`config.mk`:
```
export PLATFORM = sky130hd
export DESIGN_NAME = flash_port_arbiter
export DESIGN_NICKNAME = d
export VERILOG_FILES = /design/src/rtl/flash_port_arbiter.sv
export SDC_FILE = /design/constraint.sdc
export NUM_CORES = 1
export LEC_CHECK = 0
export BUFFER_PORTS_ARGS = -buffer_cell sky130_fd_sc_hd__buf_2
export CAP_MARGIN = 10
export CORE_AREA = 2 2 248 250
export DETAILED_ROUTE_END_ITERATION = 8
export DIE_AREA = 0 0 250 252
export HOLD_SLACK_MARGIN = 0.15
export PLACE_DENSITY_LB_ADDON = 0.08
export SYNTH_ARGS = -nofsm -noshare
export SYNTH_HDL_FRONTEND = slang
export SYNTH_SLANG_ARGS = --single-unit
export TNS_END_PERCENT = 5
```
`constraint.sdc`:
```
create_clock -name CLKH -period 2.34 [get_ports CLKH]
set_clock_uncertainty 0.2 [all_clocks]
set_input_delay 0.234 -clock CLKH [delete_from_list [all_inputs] [get_ports CLKH]]
set_output_delay 0.234 -clock CLKH [all_outputs]
set_load 0.01 [all_outputs]
```
`src/rtl/flash_port_arbiter.sv`:
```
// flash_port_arbiter: two-requester round-robin arbiter for the RAM-BIOS internal port,
// with an in-order ID FIFO that steers registered read responses back to their owner.
module flash_port_arbiter #(
    parameter int TAGW  = 21,
    parameter int DEPTH = 4
) (
    input  logic            CLKH,
    input  logic            RESET,
    input  logic            ACT0,
    input  logic            ACT1,
    input  logic            CMD0,
    input  logic            CMD1,
    input  logic [31:0]     ADDR0,
    input  logic [31:0]     ADDR1,
    input  logic [7:0]      BE0,
    input  logic [7:0]      BE1,
    input  logic [63:0]     DTI0,
    input  logic [63:0]     DTI1,
    input  logic [TAGW-1:0] TAGI0,
    input  logic [TAGW-1:0] TAGI1,
    output logic            NEXT0,
    output logic            NEXT1,
    output logic            DRDY0,
    output logic            DRDY1,
    output logic [63:0]     DTO0,
    output logic [63:0]     DTO1,
    output logic [TAGW-1:0] TAGO0,
    output logic [TAGW-1:0] TAGO1,
    input  logic            MNEXT,
    output logic            MACT,
    output logic            MCMD,
    output logic [31:0]     MADDR,
    output logic [7:0]      MBE,
    output logic [63:0]     MDTI,
    output logic [TAGW-1:0] MTAGI,
    input  logic            MDRDY,
    input  logic [63:0]     MDTO,
    input  logic [TAGW-1:0] MTAGO,
    output logic            ERR
);
    localparam int AW = $clog2(DEPTH);

    logic             last, el0, el1, gnt, gid, acc, push, pop, full, empty;
    logic [AW-1:0]    wp, rp;
    logic [AW:0]      cnt;
    logic [DEPTH-1:0] ids;

    assign full  = cnt == (AW+1)'(DEPTH);
    assign empty = cnt == '0;
    // a full FIFO only blocks reads; writes never need a response slot
    assign el0   = ACT0 & (~CMD0 | ~full);
    assign el1   = ACT1 & (~CMD1 | ~full);
    assign gnt   = el0 | el1;
    assign gid   = (el0 & el1) ? ~last : el1;

    assign MACT  = gnt;
    assign MCMD  = gnt & (gid ? CMD1 : CMD0);
    assign MADDR = gnt ? (gid ? ADDR1 : ADDR0) : '0;
    assign MBE   = gnt ? (gid ? BE1 : BE0) : 8'hFF;
    assign MDTI  = gnt ? (gid ? DTI1 : DTI0) : '0;
    assign MTAGI = gnt ? (gid ? TAGI1 : TAGI0) : '0;
    assign NEXT0 = gnt & ~gid & MNEXT;
    assign NEXT1 = gnt & gid & MNEXT;

    assign acc   = gnt & MNEXT;
    assign push  = acc & MCMD;
    assign pop   = MDRDY & ~empty;

    always_ff @(posedge CLKH or negedge RESET) begin
        if (!RESET) begin
            last  <= 1'b1;
            wp    <= '0;
            rp    <= '0;
            cnt   <= '0;
            DRDY0 <= 1'b0;
            DRDY1 <= 1'b0;
            DTO0  <= '0;
            DTO1  <= '0;
            TAGO0 <= '0;
            TAGO1 <= '0;
            ERR   <= 1'b0;
        end else begin
            if (acc) last <= gid;
            if (push) wp <= wp + 1'b1;
            if (pop) rp <= rp + 1'b1;
            cnt   <= cnt + (AW+1)'(push) - (AW+1)'(pop);
            DRDY0 <= pop & ~ids[rp];
            DRDY1 <= pop & ids[rp];
            if (MDRDY) begin
                DTO0  <= MDTO;
                DTO1  <= MDTO;
                TAGO0 <= MTAGO;
                TAGO1 <= MTAGO;
            end
            if (MDRDY & empty) ERR <= 1'b1;
        end
    end

    always_ff @(posedge CLKH) begin
        if (push) ids[wp] <= gid;
    end
endmodule

```
==> results of run 1 <==
[per-layer routing]
layer  wire [um]  vias to the layer above
met5          87                        -
met4        1438                       12
met3        2956                       71
met2       24270                      393
met1       15470                     3342
li1            -                     3073
[cell usage after synthesis, types with 4 or more instances]
cell type and number:
nand2_1 6, ha_1 6, and2_1 7, buf_2 9, o22a_1 8, buf_1 5
a22o_1 117, clkbuf_1 10, buf_4 92, inv_1 9, edfxtp_1 4, xnor2_1 5
mux2_2 86, dfrtp_1 95, nor2_1 4
[power by group]
group	switching [uW]	internal [uW]
sequential	200	2000
clock	828	775
combinational	2290	2430
total	3320	5210
[placed cells by master, fill, tap and decap left out, types with 8 or more instances in the layout]
cell / synthesis / final
clkbuf_16: 0 / 14
buf_6: 2 / 59
buf_4: 92 / 42
a22o_1: 117 / 96
buf_2: 9 / 565
buf_12: 1 / 11
a22o_4: 0 / 21
dfrtp_1: 95 / 93
o22a_1: 8 / 8
mux2_2: 86 / 86
inv_1: 9 / 9
dlygate4sd3_1: 0 / 89
[kinds of logic after synthesis]
kind of cell | share of synthesized area (%)
adders and majority gates | 1.627
DFF | 43.19
AOI/OAI and AO/OA | 19.81
buffers and inverters | 15.57
muxes | 16.96
xor gates and xnor gates | 0.7494
and+or+nand+nor | 2.098
[cell type report]
type                            instances  area (um^2)
Clock buffer                           10        239.0
Sequential cell                       100         2526
Tap cell                              782        978.4
Fill cell                            6776        48350
Multi-Input combinational cell        254         2649
Antenna cell                            7        17.52
Inverter                               10        45.04
Clock inverter                          6        58.81
Timing Repair Buffer                  781         5266
[sequential cells by signal, summed over array words and instances, names as in the netlist]
signal  cells
cnt         3
ERR         1
DRDY1       1
TAGO1      21
ids         4
wp          2
DRDY0       1
DTO1       64
last        1
rp          2
[worst max-delay path by stage]
stage                                   to
after CTS                         MDTI[24]
final                             MDTI[28]
after global routing              MDTI[55]
after detailed placement          MDTI[60]
after global placement            MDTI[60]
after floorplan           cnt[2]$_DFF_PN0_
[worst min-delay path: cells and delay by family]
family / cells / cell delay (ns)
buf+inv: 3 / 0.94
[through the flow]
stage	hold WS [ns]	setup TNS (ns)	instances	power (uW)	cell area (um^2)
detailed placement	0.03052	-0.4627	1813	5905	9449
global placement	0.02827	-0.1758	1813	5947	9449
finish	0.2213	-20.09	1950	8529	11780
CTS	0.2086	-27.46	1934	8546	11520
global route	0.2253	-34.54	1946	9045	11770
floorplan	-0.2616	0	485	4134	5857
[repair_timing]
action,CTS,global route
setup endpoints to repair,127,130
cloned,3,5
hold buffers,91,0
gates resized for setup,166,13
pin swaps,72,14
endpoints found under the hold margin,185,0
setup buffers,11,4
==> impl_metrics.toml, run 1 <==
[global_routing]
globalRoute.busiestLayer = "met2"
grtUsageMet3_pct = 3.786
grt_usage_pct = 13.27
use_met1_pct = 13.51
overflow = 0
grt_max_degree = 87
grt_pass1_vias = 7249
grt_pass1_wl_um = 57770
antenna_found_initial = 23
grtUsageMet2_pct = 25.59

[clock_tree]
cts_tree = "done"
insertion_delay_ns = 0.38
cts_buffers = 9
root_buffer = "clkbuf_16"
cts.sinks = 100
h-tree-depth = 3
clockBufferDepth = 2
clk_pin_slew_worst_paths_ns = 0.08

[placement]
io_buffer_count = 644
routabilityCongestion = 0.9018
dp_hpwl_um = 36130
pre_cts_slack_ns = -0.06560

[critical_path]
start_kind = "flop"
criticalPathCategory = "flop to output port"
r2r.worst_path.cells = 10
worstPathCellList = "nand4bb_4 -> and2_4 -> a21o_4 -> inv_8 -> buf_12 -> clkbuf_16 -> a22o_1 -> buf_6"
cp.arrival_ns = 2.14
cp.required_ns = 1.91
cp.depth = 8
cp_top_family = "buffers and inverters"
cp_max_fo = 8
critPathMaxStageDelay_ns = 0.43
r2r_end = "cnt[2]$_DFF_PN0_"
endpoint_kind = "output port"
crit_start = "cnt[0]$_DFF_PN0_"
rr_startpoint = "cnt[1]$_DFF_PN0_"
path_buf_inv = 4
reg2reg_slack_ns = 0.03
crit_slowest_cell = "dfrtp_2"

[power]
p_per_area_nw_per_um2 = 724.0
power_leakage_uw = 0.005869
peakVddDrop_uv = 365.5

[final_layout]
final_core_util_pct = 19.59
synthToLayoutAreaGrowth_pct = 101.6
nets = 1506
drive_gt1_share_pct = 71.40

[routing]
drtAntennaViolNets = 0
drtIter0Drc = 186
routedWlPerCell_um = 22.68
first_pass_iters = 4
vias_per_cell = 3.534
wl_um = 44220
drc = 0
via_count = 6891

[yosys]
synth_warnings = 0
synthTopCellsByArea = "dfrtp_1, a22o_1, mux2_2, buf_4, edfxtp_1"
synth_nets = 835
ys_seq_elements = 100
synth_top_area_cell = "dfrtp_1"
async_reset_ff_share_pct = 96.00
ys_types = 32
synthDominantCellAreaShare_pct = 40.69
syn_area_um2 = 5843
yosysSeqAreaShare_pct = 43.19
synthFlopType = "dfrtp_1"
synth-edff-count = 4
syn_avg_cell_area_um2 = 12.05
syn_inst = 485

[floorplan]
die_w_um = 250
die_area_um2 = 63000
die_h_um = 252
initial_core_util_pct = 9.717
num_rows = 90
core_region_area_um2 = 60130
io_pins = 645

[timing]
fin_crit_ns = 2.571
fmax_mhz = 388.9
rsz0062_at_grt = "true"
finalSetupViolations = 125
hold_viol_final = 0
maxSlewHeadroom_pct = 59.36
layout_setup_ws_ns = -0.2312
tightestPinTransition_ns = 0.6096
fin_crit_sh_pct = 109.9
drv_slew = 0

[run_status]
outcome = "finished with violations"
violations = "negative setup slack"

[run]
cap_violations = 0

[min_path]
hold_class = "input pin to async pin"
(Power assumes the default switching activity.)
==> inputs of run 2 (changes only) <==
ABC_AREA = 1   (was not set)
CORE_AREA = 2 2 252 254   (was 2 2 248 250)
DIE_AREA = 0 0 254 256   (was 0 0 250 252)
SLEW_MARGIN = 20   (was not set)
TNS_END_PERCENT = not set   (was 5)
==> run 2 against run 1 <==
The flow still finishes with violations (negative setup slack). Non-clock buffer count grew 4. Synthesized area grew 6.8%. Core utilization grew 0.99 points. Setup slack gained 0.12 ns. Global-route usage shrank 1.2 points. Hold slack lost 0.014 ns. Final cell count grew 16%. Routed wire length shrank 5.3%. Fmax grew 5.0%. Critical endpoint is now MDTI[19].
==> impl_metrics.toml, run 2 <==
[timing]
fmax_mhz = 408.2
layout_setup_ws_ns = -0.1095
finalSetupTns_ns = -8.926
fin_crit_ns = 2.450
rsz0062_at_grt = "true"
drv_slew = 0
fin_crit_sh_pct = 104.7
finalSetupViolations = 121
tightestPinTransition_ns = 0.6279
hold_viol_final = 0
maxSlewHeadroom_pct = 58.14

[routing]
routedWlPerCell_um = 18.45
via_count = 7533
drc = 0
wl_um = 41850
first_pass_iters = 4
drtIter0Drc = 262
drtAntennaViolNets = 0
vias_per_cell = 3.320

[yosys]
yosysSeqAreaShare_pct = 40.45
synthTopCellsByArea = "dfrtp_1, nand2_1, mux2_2, buf_4, nand2_2"
synth-edff-count = 4
synth_nets = 1087
synth_warnings = 0
syn_area_um2 = 6238
ys_seq_elements = 100
synthDominantCellAreaShare_pct = 38.11
synth_top_area_cell = "dfrtp_1"
synthFlopType = "dfrtp_1"
ys_types = 28
async_reset_ff_share_pct = 96.00
syn_avg_cell_area_um2 = 8.465
ys_top_cells_by_count = "nand2_1, dfrtp_1, buf_4"
syn_inst = 737
synth.most_common_cell = "nand2_1"

[clock_tree]
h-tree-depth = 3
cts.sinks = 100
cts_buffers = 9
root_buffer = "clkbuf_16"
clockBufferDepth = 2
insertion_delay_ns = 0.38
cts_tree = "done"
clk_pin_slew_worst_paths_ns = 0.08

[global_routing]
grt_usage_pct = 12.06
grt_max_degree = 87
overflow = 0
antenna_found_initial = 14
grt_pass1_wl_um = 55010
grt_pass1_vias = 7633

[final_layout]
nets = 1765
mostFrequentLayoutCells = "buf_2, nand2_1, nand2_2"
fillers = 7051
largest_register_ffs = 64
multi_input_area_um2 = 3341
final_common_cell = "buf_2"
design_area_um2 = 12840
synthToLayoutAreaGrowth_pct = 105.9
seqCellArea_um2 = 2525
largestRegisters = "DTO1: 64 flops, TAGO1: 21 flops, ids: 4 flops"
regMostFlops = "DTO1"
drive_gt1_share_pct = 68.45
final_core_util_pct = 20.58

[run_status]
violations = "negative setup slack"
outcome = "finished with violations"

[power]
peakVddDrop_uv = 314.2
power_leakage_uw = 0.006722
power_uw = 8621
p_per_area_nw_per_um2 = 671.3

[critical_path]
reg2reg_slack_ns = -0.08
cp.required_ns = 1.91
r2r_end = "cnt[1]$_DFF_PN0_"
criticalPathCategory = "flop to output port"
r2r.worst_path.cells = 15
cp.arrival_ns = 2.02
crit_start = "cnt[0]$_DFF_PN0_"
rr_startpoint = "cnt[0]$_DFF_PN0_"
cp_max_fo = 7
start_kind = "flop"
endpoint_kind = "output port"

[min_path]
hp-start = "CMD0"
hold_class = "input pin to flop"
min_to = "cnt[0]$_DFF_PN0_"
min_path_cells = 6

[floorplan]
die_h_um = 256
die_w_um = 254
initial_core_util_pct = 9.999
num_rows = 92
die_area_um2 = 65020
io_pins = 645
core_region_area_um2 = 62390

[placement]
dp_hpwl_um = 32890
place_area_um2 = 9902
io_buffer_count = 644
routabilityCongestion = 0.8754

[run]
cap_violations = 0
[run 2: cell types whose count changed after synthesis, sizes merged, moves of 8 or more]
cell,delta
a22o,-117
buf,+9
clkbuf,-9
inv,+11
nand2,+363
nor2,+8
[run 2: logic make-up after synthesis]
family,Yosys count,synth area share (%)
and+or+nand+nor,388,25.37
buffers and inverters,142,15.32
DFF,100,40.45
muxes,85,15.34
AOI/OAI and AO/OA,12,1.564
adders and majority gates,7,1.524
xor gates and xnor gates,3,0.4213
[run 2: worst max path at each step]
stage | end | slack (ns) | depth (start not counted)
floorplan | cnt[2]$_DFF_PN0_ | 0.09 | 13
global placement | cnt[1]$_DFF_PN0_ | 0.06 | 13
finish | MDTI[19] | -0.11 | 11
CTS | MDTI[29] | -0.20 | 12
detailed placement | cnt[1]$_DFF_PN0_ | 0.08 | 13
global route | MTAGI[17] | -0.25 | 12
[run 2: what timing repair did]
| item | 4_1_cts | 5_1_grt |
|---|---|---|
| gates resized for setup | 148 | 165 |
| gates cloned | 10 | 13 |
| endpoints found under the setup margin | 126 | 129 |
| pin swaps | 9 | 36 |
| buffers inserted | 9 | 3 |
| endpoints found under the hold margin | 186 | 0 |
| hold buffers | 90 | 0 |
[run 2: metrics by stage]
stage,hold slack (ns),setup slack (ns),instances
final,0.2075,-0.1095,2269
after global routing,0.2068,-0.2467,2269
after CTS,0.1624,-0.1974,2251
after detailed placement,-0.1057,0.07822,2126
after global placement,-0.1015,0.06139,2126
after floorplan,-0.2616,0.09056,737
[run 2: routing by layer]
| layer | up-vias | GRT usage (%) | routed length [um] |
|---|---|---|---|
| li1 | 3589 | - | - |
| met1 | 3471 | 11.64 | 14610 |
| met2 | 394 | 22.97 | 22470 |
| met3 | 59 | 3.956 | 3221 |
| met4 | 20 | 5.294 | 1409 |
| met5 | - | 0 | 142 |
[run 2: where the power goes]
part           switching, uW  total (uW)  internal [uW]
logic                   2550        4870           2320
clock network            804        1550            750
registers                202        2190           1990
[run 2: critical path, cell delays in order, from the launching register on]
cell and delay (ns):
dfrtp_1 0.41, nor2_4 0.16, nand3_2 0.09, nand2_2 0.08, inv_2 0.05, nand2_4 0.12
buf_12 0.18, clkinv_16 0.10, clkbuf_16 0.18, nand2_2 0.06, nand2_2 0.04, buf_6 0.13
[run 2: cell type report]
cell class,count,area share (%)
antenna,3,0.05846
clock buffer,9,1.754
clock inverter,7,0.5261
inverter,21,0.9158
multi-input combinational,495,26.01
sequential,100,19.66
tap,846,8.242
timing repair buffer,785,42.55
timing repair inverter,3,0.2825
